==> src/rtl/muldiv_seq.sv <==
// Iterative multiply/divide unit: one result bit per cycle, 2*WIDTH-bit result split into hi/lo.
// Define MULDIV_SIGNED_EN for two's-complement (mult/div) operands; otherwise operands are unsigned.
module muldiv_seq #(
  parameter int WIDTH = 32
) (
  input  logic             clk,
  input  logic             reset,
  input  logic             start,
  input  logic             op,
  input  logic [WIDTH-1:0] a,
  input  logic [WIDTH-1:0] b,
  output logic             busy,
  output logic             done,
  output logic             div_zero,
  output logic [WIDTH-1:0] hi,
  output logic [WIDTH-1:0] lo
);

  localparam int CW = $clog2(WIDTH) + 1;

  localparam logic [2:0] S_IDLE = 3'd0;
  localparam logic [2:0] S_PREP = 3'd1;
  localparam logic [2:0] S_ITER = 3'd2;
  localparam logic [2:0] S_FIX  = 3'd3;
  localparam logic [2:0] S_DONE = 3'd4;

  localparam logic [CW-1:0] LAST_ITER = CW'(WIDTH - 1);

  logic [2:0]         state_q, state_d;
  logic               op_q, op_d;
  logic [WIDTH-1:0]   a_q, a_d;
  logic [WIDTH-1:0]   b_q, b_d;
  logic [WIDTH-1:0]   dvs_q, dvs_d;
  logic [2*WIDTH-1:0] acc_q, acc_d;
  logic [CW-1:0]      cnt_q, cnt_d;
  logic [WIDTH-1:0]   hi_q, hi_d;
  logic [WIDTH-1:0]   lo_q, lo_d;
  logic               busy_q, busy_d;
  logic               done_q, done_d;
  logic               dz_q, dz_d;

  logic [WIDTH-1:0]   mag_a, mag_b;
  logic [WIDTH-1:0]   fix_hi, fix_lo;
  logic [WIDTH:0]     add_sum;
  logic [WIDTH:0]     trial;

`ifdef MULDIV_SIGNED_EN
  logic               neg_q_q, neg_q_d;
  logic               neg_r_q, neg_r_d;
  logic [2*WIDTH-1:0] prod_fix;

  // Magnitude of the most negative value is still correct when read as unsigned.
  assign mag_a = a_q[WIDTH-1] ? -a_q : a_q;
  assign mag_b = b_q[WIDTH-1] ? -b_q : b_q;

  always_comb begin
    neg_q_d = neg_q_q;
    neg_r_d = neg_r_q;
    if (state_q == S_PREP) begin
      neg_q_d = a_q[WIDTH-1] ^ b_q[WIDTH-1];
      neg_r_d = a_q[WIDTH-1];
    end
  end

  always_ff @(posedge clk) begin
    if (reset) begin
      neg_q_q <= 1'b0;
      neg_r_q <= 1'b0;
    end else begin
      neg_q_q <= neg_q_d;
      neg_r_q <= neg_r_d;
    end
  end

  assign prod_fix = neg_q_q ? -acc_q : acc_q;

  always_comb begin
    if (op_q) begin
      fix_hi = neg_r_q ? -acc_q[2*WIDTH-1:WIDTH] : acc_q[2*WIDTH-1:WIDTH];
      fix_lo = neg_q_q ? -acc_q[WIDTH-1:0] : acc_q[WIDTH-1:0];
    end else begin
      fix_hi = prod_fix[2*WIDTH-1:WIDTH];
      fix_lo = prod_fix[WIDTH-1:0];
    end
  end
`else
  assign mag_a  = a_q;
  assign mag_b  = b_q;
  assign fix_hi = acc_q[2*WIDTH-1:WIDTH];
  assign fix_lo = acc_q[WIDTH-1:0];
`endif

  // Mult: acc = {partial product, remaining multiplier bits}; carry lands in the shifted-in MSB.
  assign add_sum = {1'b0, acc_q[2*WIDTH-1:WIDTH]}
                 + {1'b0, (acc_q[0] ? dvs_q : {WIDTH{1'b0}})};
  // Div: acc = {remainder, dividend/quotient}; trial[WIDTH] set means the subtraction went negative.
  assign trial = {acc_q[2*WIDTH-1:WIDTH], acc_q[WIDTH-1]} - {1'b0, dvs_q};

  // NOTE: every always_comb output gets a default first so no path leaves it unassigned (no latch).
  always_comb begin
    state_d = state_q;
    op_d    = op_q;
    a_d     = a_q;
    b_d     = b_q;
    dvs_d   = dvs_q;
    acc_d   = acc_q;
    cnt_d   = cnt_q;
    hi_d    = hi_q;
    lo_d    = lo_q;
    dz_d    = 1'b0;

    case (state_q)
      S_IDLE, S_DONE: begin
        state_d = S_IDLE;
        if (start) begin
          state_d = S_PREP;
          op_d    = op;
          a_d     = a;
          b_d     = b;
        end
      end
      S_PREP: begin
        if (op_q && (b_q == '0)) begin
          state_d = S_DONE;
          dz_d    = 1'b1;
        end else begin
          dvs_d   = op_q ? mag_b : mag_a;
          acc_d   = {{WIDTH{1'b0}}, (op_q ? mag_a : mag_b)};
          cnt_d   = '0;
          state_d = S_ITER;
        end
      end
      S_ITER: begin
        if (op_q) begin
          acc_d = trial[WIDTH] ? {acc_q[2*WIDTH-2:0], 1'b0}
                               : {trial[WIDTH-1:0], acc_q[WIDTH-2:0], 1'b1};
        end else begin
          acc_d = {add_sum, acc_q[WIDTH-1:1]};
        end
        cnt_d = cnt_q + CW'(1);
        if (cnt_q == LAST_ITER) state_d = S_FIX;
      end
      S_FIX: begin
        hi_d    = fix_hi;
        lo_d    = fix_lo;
        state_d = S_DONE;
      end
      default: state_d = S_IDLE;
    endcase

    busy_d = (state_d == S_PREP) || (state_d == S_ITER) || (state_d == S_FIX);
    done_d = (state_d == S_DONE);
  end

  // NOTE: state flops use non-blocking assignments so all registers update from pre-edge values.
  always_ff @(posedge clk) begin
    if (reset) begin
      state_q <= S_IDLE;
      op_q    <= 1'b0;
      a_q     <= '0;
      b_q     <= '0;
      dvs_q   <= '0;
      acc_q   <= '0;
      cnt_q   <= '0;
      hi_q    <= '0;
      lo_q    <= '0;
      busy_q  <= 1'b0;
      done_q  <= 1'b0;
      dz_q    <= 1'b0;
    end else begin
      state_q <= state_d;
      op_q    <= op_d;
      a_q     <= a_d;
      b_q     <= b_d;
      dvs_q   <= dvs_d;
      acc_q   <= acc_d;
      cnt_q   <= cnt_d;
      hi_q    <= hi_d;
      lo_q    <= lo_d;
      busy_q  <= busy_d;
      done_q  <= done_d;
      dz_q    <= dz_d;
    end
  end

  assign busy     = busy_q;
  assign done     = done_q;
  assign div_zero = dz_q;
  assign hi       = hi_q;
  assign lo       = lo_q;

endmodule
==> config.mk <==
export PLATFORM = sky130hd
export DESIGN_NAME = muldiv_seq
export DESIGN_NICKNAME = d
export VERILOG_FILES = /design/src/rtl/muldiv_seq.sv
export SDC_FILE = /design/constraint.sdc
export NUM_CORES = 1
export LEC_CHECK = 0
export CAP_MARGIN = 10
export CORE_MARGIN = 5
export CORE_UTILIZATION = 60
export DETAILED_ROUTE_END_ITERATION = 10
export PLACE_DENSITY_LB_ADDON = 0.25
export SLEW_MARGIN = 0
export SYNTH_ARGS = -nofsm -noshare
export SYNTH_HDL_FRONTEND = slang
export SYNTH_SLANG_ARGS = --single-unit
==> constraint.sdc <==
create_clock -name clk -period 9.6 [get_ports clk]
set_input_delay 1.92 -clock clk [delete_from_list [all_inputs] [get_ports clk]]
set_output_delay 1.92 -clock clk [all_outputs]
set_load 0.05 [all_outputs]
* Word level (Yosys, flattened, before mapping)
Index checks and enable logic that the tools add are counted.
** Storage, ports and cells
- Output and inout bits :: 67
- Bits of input ports :: 68
- Logic and storage cells :: 52
- Flip-flop bits (word level) :: 237
** Operators by class
- Reduce and logical (&&, ||, !) cells :: 11
- Add/sub/neg operators :: 3
- Bitwise gates (word level) :: 2
- Multiplexer cells :: 14
- Equal/unequal tests :: 10
** Operators by type and width (number)
- two-way mux 64 bit :: 3
- case mux 64 bit (2 select lines) :: 1
- two-way mux 32 bit :: 3
- adder 32 x 32 -> 33 bit :: 1
- subtractor 33 x 32 -> 33 bit :: 1
- zero test 32 bit :: 1
- == test 3 x 2 -> 1 bit, second input constant :: 4
- case mux 3 bit (4 select lines) :: 1
- case mux 6 bit (2 select lines) :: 1
- adder 6 x 1 -> 6 bit, second input constant :: 1
- == test 3 x 1 -> 1 bit, second input constant :: 2
- == test 3 bit, second input constant :: 2
- == test 6 x 5 -> 1 bit, second input constant :: 1
- two-way mux 3 bit :: 2
- two-way mux 6 bit :: 1
- AND reduction 2 bit :: 3
- OR reduction 2 bit :: 2
- zero test 3 bit :: 1
- logical OR 1 bit :: 2
- two-way mux 1 bit :: 2
- inequality test 2 bit, second input constant :: 1
- NOT 1 bit :: 2
- nonzero test 2 bit :: 1
- logical AND 1 bit :: 1

* Logic depth before layout (Yosys ltp)
Gate-level depths: netlist of the first run.
- Word-level depth :: 7
- Depth in mapped cells :: 13
- Mapped depth without buffers :: 13

* Least setup slack after synthesis of the first run
No wires, ideal clock.
- Path type :: register to register
- Start :: reg acc_q[0]
- End :: reg acc_q[62]
- Buffers on the path :: 1
- Data required time :: 9.480 ns
- Stages on the path, launching flop included :: 13
- Setup time :: 0.120 ns
- Clock period less this slack :: 3.200 ns
- Setup slack :: 6.400 ns
- Arrival time :: 3.081 ns
- Cell sequence :: dfxtp_1 > clkbuf_1 > and2_1 > ha_1 > a2111oi_4 > o31a_2 > nor4bb_2 > o31a_1 > a31o_4 > a31oi_1 > o211ai_1 > mux2i_1 > o31a_1
** Between the ends
- Longest elaborated chain between the ends :: 4
** Ends and longest elaborated chain
- from (decl) :: RTL line 34 : logic [2*WIDTH-1:0] acc_q, acc_d;
- from (signal assigned) :: RTL line 163 : acc_q <= '0;
- from (signal assigned) :: RTL line 176 : acc_q <= acc_d;
- two-way mux 32 bit :: RTL line 95 : + {1'b0, (acc_q[0] ? dvs_q : {WIDTH{1'b0}})};
- adder 32 x 32 -> 33 bit :: RTL line 95
- two-way mux 64 bit :: RTL line 134 : if (op_q) begin
- case mux 64 bit (2 select lines) :: RTL line 112 : case (state_q)
No other way between the ends.
A chain may end at the register's enable or synchronous reset.

* Worst setup path after layout of the first run
- Start :: reg acc_q[31]
- End :: reg acc_q[53]
** Between the ends
- Longest elaborated chain between the ends :: 4
** Ends and longest elaborated chain
- subtractor 33 x 32 -> 33 bit :: RTL line 97 : assign trial = {acc_q[2*WIDTH-1:WIDTH], acc_q[WIDTH-1]} - {1'b0, dvs_q};
- two-way mux 64 bit :: RTL line 135 : acc_d = trial[WIDTH] ? {acc_q[2*WIDTH-2:0], 1'b0}
- two-way mux 64 bit :: RTL line 134
- case mux 64 bit (2 select lines) :: RTL line 112
No other way between the ends.

==> flow_metrics.tcl, run 1 <==
set metrics [dict create \
    status "finished, final reports clean" \
    drv_cap 0 \
    wl_um 37800 \
    io_buffers 134 \
    path_clk_slew_ns 0.06 \
    critPathKind "reg -> reg" \
    dieWidth_um 160 \
    die_h_um 160 \
    instances_no_fill 2063 \
    synth_ff_type "dfxtp_1" \
    cts_max_level 1 \
    power_density_nw_per_um2 163 \
    dp_hpwl_um 26500 \
    synthArstFlopShare 0 \
    place_inst 2015 \
    max_freq_ghz 0.260 \
    syn-cell-area_um2 13400 \
    antenna_found_initial 0 \
    num_rows 54 \
    vdd_drop_max_uv 143 \
    power_w 0.00258 \
    fin_tns_setup_ns 0 \
    vias 12599 \
    ys_seq_area_frac 0.353 \
    worstRegToRegCells 13 \
    layout.nets 1898 \
    cts_sinks 237 \
    period_share 0.401 \
    fin_skew_ns 0.00868 \
    yosys_warnings 0 \
    wl_per_cell_um 18.3 \
    final_common_cell "nand2_1" \
    rsz0062_at_grt "no" \
    diodes 0 \
    initial_core_util 0.612 \
    die-area_um2 25500 \
    final_cell_mix "332 x nand2_1, 236 x dfxtp_1, 210 x a21oi_1, 158 x nor2_1, 133 x clkdlybuf4s50_1" \
    ioPinCount 135 \
    cts_resized 0 \
    grt_overflow 0 \
    final_util 0.719 \
    path_max_fanout 34 \
    cts_root_buf "clkbuf_16" \
    drtIter0Drc 986 \
    hold_buffers 0 \
    hold_viol_final 0 \
    p_leak_nw 5.86 \
    areaGrowthSynthToFinish_pct 17.4 \
    layout-drive-gt1-share 0.0639 \
    cts_tree "yes" \
    core_um2 22000 \
    grt_usage 0.287 \
    postSynthCellCount 1688 \
    syn_nets 1823 \
    synth-seq-cells 237 \
    drc 0 \
    synth_cell_type_count 70 \
    grt_pass1_wl_um 62100 \
    first_pass_iters 7 \
    relSlewSlack 0.178 \
    required_ns 10.01 \
    grt_max_degree 122 \
    worstSetupStartpointType "register" \
    slew_violations 0 \
    numCtsBuffers 26 \
    worstPathArrival_ns 4.26 \
    holdPathStages 2 \
    min_path_type "reg -> reg" \
    finalSetupViolCount 0 \
    vias_per_cell 6.11 \
    worst_pin_slew_ns 1.23 \
    grt_pass1_vias 12286 \
    postCtsSetupBuffers 0 \
    min_period_ns 3.85 \
    clock_latency_ns 0.54 \
    globalplace.congestion 0.998 \
    avgSynthCellArea_um2 7.97 \
    cts_buffer_depth 3 \
    end_kind "register" \
    synth_edf_count 0 \
    ant_nets 0 \
]
## per-stage QoR
| step | hold WS (ns) | setup WS (ns) | area [um2] |
|---|---|---|---|
| final | 0.451 | 5.75 | 15800 |
| after global placement | 0.440 | 5.69 | 14900 |
| after CTS | 0.455 | 5.78 | 15800 |
| after global routing | 0.477 | 5.47 | 15800 |
| after floorplan | 0.438 | 6.40 | 13400 |
| after detailed placement | 0.446 | 5.71 | 14900 |
## registers in the layout (all words and copies together) (netlist names)
signal and flops:
div_zero 1, acc_q 64, lo 32, cnt_q 6, busy 1, done 1
dvs_q 32, hi 32, b_q 32, state_q 3, op_q 1, a_q 32
## path summary, 6_finish.rpt
path / startpoint / end / slack (ns)
worst min register to register: hi[18]$_SDFFE_PP0N_ / hi[18]$_SDFFE_PP0N_ / 0.45
worst max register to register: acc_q[31]$_SDFFE_PP0P_ / acc_q[53]$_SDFFE_PP0P_ / 5.75
worst min-delay path: hi[18]$_SDFFE_PP0N_ / hi[18]$_SDFFE_PP0N_ / 0.45
worst max-delay path: acc_q[31]$_SDFFE_PP0P_ / acc_q[53]$_SDFFE_PP0P_ / 5.75
## per-layer routing
| metal | GRT usage | wire [um] | up-vias |
|---|---|---|---|
| li1 | - | - | 6098 |
| met1 | 0.384 | 16100 | 5928 |
| met2 | 0.480 | 17700 | 490 |
| met3 | 0.0423 | 2870 | 83 |
| met4 | 0.0927 | 1080 | 0 |
| met5 | 0 | 0 | - |
## cell families (layout without fill, tap and decap cells)
logic type,after synthesis,count (layout),synth area share
adder cells (fa/ha/maj),67,67,0.0635
multiplexers,83,83,0.0907
AND/OR/NAND/NOR,657,657,0.211
buffers and inverters,157,252,0.0455
XOR/XNOR,49,49,0.0333
AO/OA/AOI/OAI,438,438,0.203
flip-flops,237,237,0.353
## cell usage after synthesis, types with 19 or more instances
master | instances | share of area
mux4_2 | 31 | 0.052
mux2i_1 | 51 | 0.038
a21o_1 | 19 | 0.011
nor3_1 | 43 | 0.016
clkbuf_1 | 79 | 0.022
o21ai_0 | 50 | 0.019
nand2_1 | 334 | 0.093
dfxtp_1 | 237 | 0.35
inv_1 | 55 | 0.015
ha_1 | 65 | 0.060
nor2_1 | 160 | 0.045
xnor2_1 | 34 | 0.022
a211oi_1 | 40 | 0.022
and2_1 | 37 | 0.017
a21oi_1 | 210 | 0.078
## layout make-up
| cell class | instances | area (um2) |
|---|---|---|
| fill | 1715 | 6180 |
| clock buffer | 38 | 787 |
| tap | 280 | 350 |
| multi-input combinational | 1294 | 8120 |
| timing repair buffer | 149 | 1460 |
| inverter | 55 | 206 |
| clock inverter | 10 | 115 |
| sequential | 237 | 4750 |
## critical path, cell delays in order (launching register included)
cell	delay, ns
dfxtp_1	0.42
inv_1	0.07
ha_1	0.21
fa_1	0.38
nand2b_1	0.19
a21oi_1	0.25
o211ai_1	0.21
a2111oi_2	0.43
a211oi_2	0.13
xnor2_4	0.32
buf_4	0.48
mux2i_1	0.24
nor2_1	0.06
a221o_1	0.30
## power breakdown
part | switching (W) | internal [W]
Combinational | 0.000259 | 0.000187
Sequential | 0.0000561 | 0.00103
Clock | 0.000421 | 0.000623
No activity file was read; power rests on OpenSTA's default activity.
==> inputs of run 2 (changes only) <==
--- a/config.mk
+++ b/config.mk
@@ -7,7 +7,7 @@
 export LEC_CHECK = 0
 export CAP_MARGIN = 10
 export CORE_MARGIN = 5
-export CORE_UTILIZATION = 60
+export CORE_UTILIZATION = 58
 export DETAILED_ROUTE_END_ITERATION = 10
 export PLACE_DENSITY_LB_ADDON = 0.25
 export SLEW_MARGIN = 0
==> constraint.sdc (replaced) <==
create_clock -name clk -period 3.75 [get_ports clk]
set_input_delay 0.75 -clock clk [delete_from_list [all_inputs] [get_ports clk]]
set_output_delay 0.75 -clock clk [all_outputs]
set_load 0.05 [all_outputs]
==> flow_metrics.tcl, run 2 (synthesis results as in run 1) <==
set metrics [dict create \
    status "finished, final reports clean" \
    globalplace.congestion 0.958 \
    min_path_type "reg -> reg" \
    switching_share 0.288 \
    cts_sinks 237 \
    p_comb_frac 0.179 \
    worstPathArrival_ns 4.01 \
    power_density_nw_per_um2 420 \
    path_clk_slew_ns 0.06 \
    power_w 0.00676 \
    vias_per_cell 6.10 \
    drc 0 \
    core_um2 22700 \
    hold_viol_final 0 \
    vdd_drop_max_uv 391 \
    critPathKind "reg -> reg" \
    critPathSlowestCell "a2111oi_2" \
    cts_max_level 1 \
    dieWidth_um 162 \
    end_kind "register" \
    ioPinCount 135 \
    ant_nets 0 \
    antenna_found_initial 0 \
    min_period_ns 3.56 \
    dp_hpwl_um 28400 \
    final_common_cell "nand2_1" \
    slew_violations 0 \
    cts_buffer_depth 3 \
    num_rows 55 \
    nFillCells 1829 \
    vias 12809 \
    drtIter0Drc 1008 \
    final_util 0.708 \
    regMostFlops "acc_q" \
    die_h_um 162 \
    io_buffers 134 \
    grt_max_degree 183 \
    cts_root_buf "clkbuf_16" \
    required_ns 4.21 \
    cts_tree "yes" \
    relSlewSlack 0.396 \
    crit_family "compound AO/OA/AOI/OAI gates" \
    max_freq_ghz 0.281 \
    clock_latency_ns 0.55 \
    clockPowerShare 0.410 \
    cp.buffers_inverters 2 \
    crit_top_cell "a21oi_1" \
    areaGrowthSynthToFinish_pct 19.6 \
    final_cell_area_um2 16100 \
    grt_usage 0.291 \
    cell_internal_pwr_w 0.00481 \
    regArea_um2 4750 \
    diodes 0 \
    worst_pin_slew_ns 0.906 \
    worstSetupStartpointType "register" \
    grt_overflow 0 \
    max_stage_delay_ns 0.49 \
    path_max_fanout 14 \
    first_pass_iters 7 \
    fin_skew_ns 0.0113 \
    final_cell_mix "332 x nand2_1, 236 x dfxtp_1, 210 x a21oi_1, 158 x nor2_1, 133 x clkdlybuf4s50_1" \
    drv_cap 0 \
    wl_per_cell_um 18.6 \
    postCtsSetupBuffers 0 \
    largest_register_ffs 64 \
    fin_tns_setup_ns 0 \
    die-area_um2 26300 \
    pwr-share-seq 0.411 \
    cp_cell_sequence "inv_1, ha_1, fa_1, nand2b_1, a21oi_1, o211ai_1, a2111oi_2, a211oi_2, xnor2_4, buf_4, and2_1, a21oi_1, a211oi_1" \
    numCtsBuffers 27 \
    rsz0062_at_grt "no" \
    layout-drive-gt1-share 0.0788 \
    p_leak_nw 6.04 \
    post_dp_cell_area_um2 15100 \
    initial_core_util 0.592 \
    wl_um 39100 \
    multi_input_area_um2 8120 \
    finalSetupViolCount 0 \
    layout.nets 1928 \
    grt_pass1_wl_um 63400 \
    power_switching_w 0.00194 \
    grt_pass1_vias 12358 \
    period_share 0.948 \
]
## run 2: cell types whose count changed in the layout (fill, tap and decap cells not counted), sizes merged
cell	change
clkinvlp	-1
clkinv	-1
clkbuf	+1
bufinv	+1
inv	+2
buf	+29
## run 2: path summary, 6_finish.rpt
kind,cells after the start,end,startpoint,slack (ns)
setup / recovery,13,acc_q[0]$_SDFFE_PP0P_,acc_q[31]$_SDFFE_PP0P_,0.19
hold / removal,2,hi[10]$_SDFFE_PP0N_,hi[10]$_SDFFE_PP0N_,0.45
setup reg to reg,13,acc_q[0]$_SDFFE_PP0P_,acc_q[31]$_SDFFE_PP0P_,0.19
hold reg to reg,2,hi[10]$_SDFFE_PP0N_,hi[10]$_SDFFE_PP0N_,0.45
## run 2: what timing repair did
item | 4_1_cts | 5_1_grt
setup endpoints to repair | 0 | 1
hold buffers | 0 | 0
resized for setup | 0 | 1
hold endpoints to repair | 0 | 0
## run 2: layer usage
metal	global-route usage	routed length, um	share of wire
met5	0	0	0
met4	0.0911	1280	0.033
met3	0.0401	2600	0.066
met2	0.481	18200	0.46
met1	0.397	17100	0.44
## run 2: power by group through the flow
stage	logic [W]	registers (W)	clock network, W
6_report	0.00121	0.00278	0.00277
5_1_grt	0.00132	0.00279	0.00291
4_1_cts	0.00120	0.00277	0.00281
3_5_place_dp	0.00119	0.00283	0
3_3_place_gp	0.00117	0.00282	0
2_1_floorplan	0.000844	0.00278	0
## run 2: metrics by stage
stage / instances / setup WS, ns / hold slack (ns)
CTS: 2099 / 0.190 / 0.454
global route: 2099 / 0.00265 / 0.473
detailed placement: 2049 / 0.221 / 0.446
global placement: 2049 / 0.327 / 0.440
floorplan: 1688 / 0.550 / 0.438
finish: 2099 / 0.195 / 0.451
## run 2: tightest hold or removal path: stages (launching register included)
cell and delay [ns]:
dfxtp_1 0.30, nand2_1 0.05, a21oi_1 0.05
## run 2: final cells by class
cell class / instances / share of cell area
Clock inverter: 11 / 0.00996
Multi-Input combinational cell: 1294 / 0.505
Clock buffer: 39 / 0.0485
Sequential cell: 237 / 0.295
Timing Repair Buffer: 178 / 0.106
Inverter: 55 / 0.0128
Tap cell: 285 / 0.0222
==> inputs of run 3 (changes only) <==
--- a/config.mk
+++ b/config.mk
@@ -10,6 +10,7 @@
 export CORE_UTILIZATION = 58
 export DETAILED_ROUTE_END_ITERATION = 10
 export PLACE_DENSITY_LB_ADDON = 0.25
+export REMOVE_ABC_BUFFERS = 1
 export SLEW_MARGIN = 0
 export SYNTH_ARGS = -nofsm -noshare
 export SYNTH_HDL_FRONTEND = slang
==> flow_metrics.tcl, run 3 (synthesis results as in run 1) <==
set metrics [dict create \
    power_switching_w 0.00191 \
    final_util 0.710 \
    relSlewSlack 0.394 \
    worst_pin_slew_ns 0.909 \
    ant_nets 0 \
    grt_usage 0.284 \
    grt_overflow 0 \
    p_leak_nw 6.05 \
    pwr-share-seq 0.399 \
    clock_latency_ns 0.55 \
    numCtsBuffers 26 \
    grt_pass1_vias 12339 \
    final_cell_mix "332 x nand2_1, 236 x dfxtp_1, 210 x a21oi_1, 158 x nor2_1, 133 x clkdlybuf4s50_1" \
    initial_core_util 0.592 \
    globalplace.congestion 0.972 \
    drv_cap 0 \
    max_freq_ghz 0.282 \
    fin_skew_ns 0.0101 \
    vdd_drop_max_uv 350 \
    cts_tree "yes" \
    finalSetupViolCount 0 \
    p_comb_frac 0.174 \
    wl_um 38500 \
    cell_internal_pwr_w 0.00504 \
    worstSetupStartpointType "register" \
    ff2ff_setup_slack_ns 0.21 \
    nFillCells 1832 \
    end_kind "register" \
    diodes 0 \
    clockPowerShare 0.427 \
    power_density_nw_per_um2 431 \
    required_ns 4.16 \
    multi_input_area_um2 8130 \
    core_um2 22700 \
    layout-drive-gt1-share 0.0765 \
    wl_met1_um 16100 \
    switching_share 0.275 \
    whs_ns 0.451 \
    areaGrowthSynthToFinish_pct 19.9 \
    final_common_cell "nand2_1" \
    postCtsSetupBuffers 0 \
    cts_sinks 237 \
    layout.nets 1919 \
    num_rows 55 \
    rsz0062_at_grt "no" \
    dieWidth_um 162 \
    ioPinCount 135 \
    status "finished, final reports clean" \
    wl_per_cell_um 18.4 \
    drc 0 \
    wl_met2_um 18200 \
    period_share 0.945 \
    dr_wl_met3_um 2960 \
    dp_hpwl_um 27400 \
    cts_buffer_depth 3 \
    critPathKind "reg -> reg" \
    regArea_um2 4750 \
    largest_register_ffs 64 \
    cp_cell_sequence "inv_1, ha_1, fa_1, nand2b_1, a21oi_1, o211ai_1, a2111oi_2, a211oi_2, xnor2_4, buf_12, mux2_2, nand2_1, o311ai_0" \
    die-area_um2 26300 \
    first_pass_iters 6 \
    vias_per_cell 6.09 \
    drtIter0Drc 1043 \
    min_period_ns 3.54 \
    worstPathArrival_ns 3.96 \
    cts_root_buf "clkbuf_16" \
    grt_max_degree 210 \
    min_path_type "reg -> reg" \
    final_cell_area_um2 16100 \
    cts_max_level 1 \
    max_stage_delay_ns 0.50 \
    slew_violations 0 \
    top_layer "met4" \
    post_dp_cell_area_um2 15100 \
    antenna_found_initial 0 \
    hold_viol_final 0 \
    critPathSlowestCell "a2111oi_2" \
    path_max_fanout 34 \
    grt_pass1_wl_um 62000 \
    die_h_um 162 \
    regMostFlops "acc_q" \
    path_clk_slew_ns 0.06 \
    vias 12708 \
    io_buffers 134 \
]
-- run 3: power groups by stage --
stage                     sequential (W)  combinational (W)  clock [W]
final                            0.00277            0.00121    0.00297
after CTS                        0.00277            0.00120    0.00300
after detailed placement         0.00282            0.00119          0
after global routing             0.00278            0.00132    0.00312
after global placement           0.00281            0.00117          0
after floorplan                  0.00280           0.000778          0
-- run 3: stage by stage --
| step | setup TNS (ns) | power, W | instances | setup WS, ns |
|---|---|---|---|---|
| after floorplan | -340.78 | 0.00358 | 1586 | -4.35 |
| after global placement | 0 | 0.00398 | 2041 | 0.271 |
| after detailed placement | 0 | 0.00401 | 2041 | 0.221 |
| after CTS | 0 | 0.00697 | 2088 | 0.187 |
| after global routing | 0 | 0.00722 | 2088 | 0.0206 |
| final | 0 | 0.00695 | 2088 | 0.206 |
-- run 3: layer usage --
layer / up-vias / global-route usage
li1: 6135 / -
met1: 5975 / 0.379
met2: 506 / 0.474
met3: 92 / 0.0426
met4: 0 / 0.0923
met5: - / 0
-- run 3: final timing paths --
check	endpoint	cells past startpoint	startpoint
setup / recovery	acc_q[38]$_SDFFE_PP0P_	13	acc_q[31]$_SDFFE_PP0P_
setup reg to reg	acc_q[38]$_SDFFE_PP0P_	13	acc_q[31]$_SDFFE_PP0P_
hold reg to reg	hi[19]$_SDFFE_PP0N_	2	hi[19]$_SDFFE_PP0N_
hold / removal	hi[19]$_SDFFE_PP0N_	2	hi[19]$_SDFFE_PP0N_
-- run 3: critical path, delay by kind of cell, from the launching register on --
kind                     cells  cell delay, ns
AND/OR/NAND/NOR              2            0.26
buffers and inverters        2            0.29
flip-flops                   1            0.33
AO/OA/AOI/OAI                5            1.35
adder cells (fa/ha/maj)      2            0.57
multiplexers                 1            0.37
XOR/XNOR                     1            0.19
-- run 3: what timing repair did --
action | 4_1_cts | 5_1_grt
hold buffers | 0 | 0
endpoints found under the setup margin | 0 | 3
hold endpoints to repair | 0 | 0
gates resized for setup | 0 | 2
-- run 3: final cells by class --
class                           instances  area share
Timing Repair Buffer                  170       0.103
Multi-Input combinational cell       1294       0.504
Inverter                               55      0.0128
Sequential cell                       237       0.294
Clock inverter                         13      0.0168
Tap cell                              285      0.0221
Clock buffer                           34      0.0466
==> variant: new RTL, config.mk and constraints of run 2 <==
Build with the macro `MULDIV_SIGNED_EN` defined.
--- a/src/rtl/muldiv_seq.sv
+++ b/src/rtl/muldiv_seq.sv
@@ -2,2 +2,4 @@
 // Define MULDIV_SIGNED_EN for two's-complement (mult/div) operands; otherwise operands are unsigned.
+`define MULDIV_SIGNED_EN
+
 module muldiv_seq #(
Formal check against the unedited RTL: same outputs for any inputs over 10 cycles, from zero or initial values and one cycle with reset high; that may be too few to reach the edited logic, so the function may still have changed.
==> variant against run 2 <==
Critical path depth is 4 lower; via count grew 34%; maximum frequency up 1.2%; area after synthesis up 23%; routed wire length increased by 40%; setup slack improved by 0.041 ns; die area up 21%; cell count is 30% higher; design area up 21%; sequential cell count increased by 2; total power is 16% higher.
==> variant: results (changes against run 2) <==
[synth]
ys_top_cells_by_area=dfxtp_1 29%, nand2_1 7.7%, a21oi_1 7.4%
synth_cell_types=78  ; +11%
synthCells=2241  ; +33%
synth_common_cells=341 x nand2_1, 245 x a21oi_1, 239 x dfxtp_1, 211 x nor2_1, 139 x o21ai_0

[final_layout]
nNetsFinal=2475  ; +28%
drive_gt1_frac=0.0743  ; -0.00455

[critical_path]
startpoint=b_q[12]
worst-r2r-cell-count=9  ; -4

[power]
powerComb_mw=2.30  ; +90%
internal_power_mw=5.20  ; +8.0%
ir_drop_mv=0.365  ; -6.7%

[clocking]
clock_latency_ns=0.57  ; +0.02 ns

[timing]
fin_crit_ns=3.51  ; -0.0411 ns
fin_skew_ns=0.0151  ; +0.00378 ns

[drt]
drtIter0Drc=1915  ; +90%
vias_per_cell=6.28  ; +2.9%
finalWirelength_mm=55.0  ; +40%
route.met2.wl_mm=23.8  ; +31%
via_count=17166  ; +34%

[placement]
dp_hpwl_mm=41.4  ; +46%
preCtsSetupSlack_ns=0.136  ; -0.0847 ns
place_area_sq_mm=0.0185  ; +22%

[global_routing]
first_global_vias=15843  ; +28%
track_usage=0.331  ; +0.0398

[status]
outcome=completed

variant: routing by layer:
metal  track usage  vias up
li1              -     8237
met1         0.451     7965
met2         0.508      818
met3        0.0761      146
met4         0.130        0
met5             0        -
variant: final cells by class:
cell class	count	area, sq um
Sequential cell	239	4790
Timing Repair Buffer	223	2090
Tap cell	378	473
Fill cell	2348	8480
Clock buffer	38	777
Inverter	55	206
Multi-Input combinational cell	1790	11000
Clock inverter	11	150
variant: cell families (layout without fill, tap and decap cells):
logic type,Yosys count,count (layout),synth area share
and+or+nand+nor,786,786,0.213
AOI/OAI and AO/OA,693,693,0.260
DFF,239,239,0.290
buffers and inverters,212,327,0.0494
adders and majority gates,71,71,0.0547
xor gates and xnor gates,169,169,0.0896
muxes,71,71,0.0440
variant: critical path, stage by stage (launching register included):
cell and delay [ns]:
dfxtp_1 0.36, or4_1 0.61, nor4_1 0.50, nand4_1 0.28
or2_1 0.42, nand2_1 0.46, buf_4 0.37, o22ai_1 0.13
a21oi_1 0.18, nor2_1 0.06
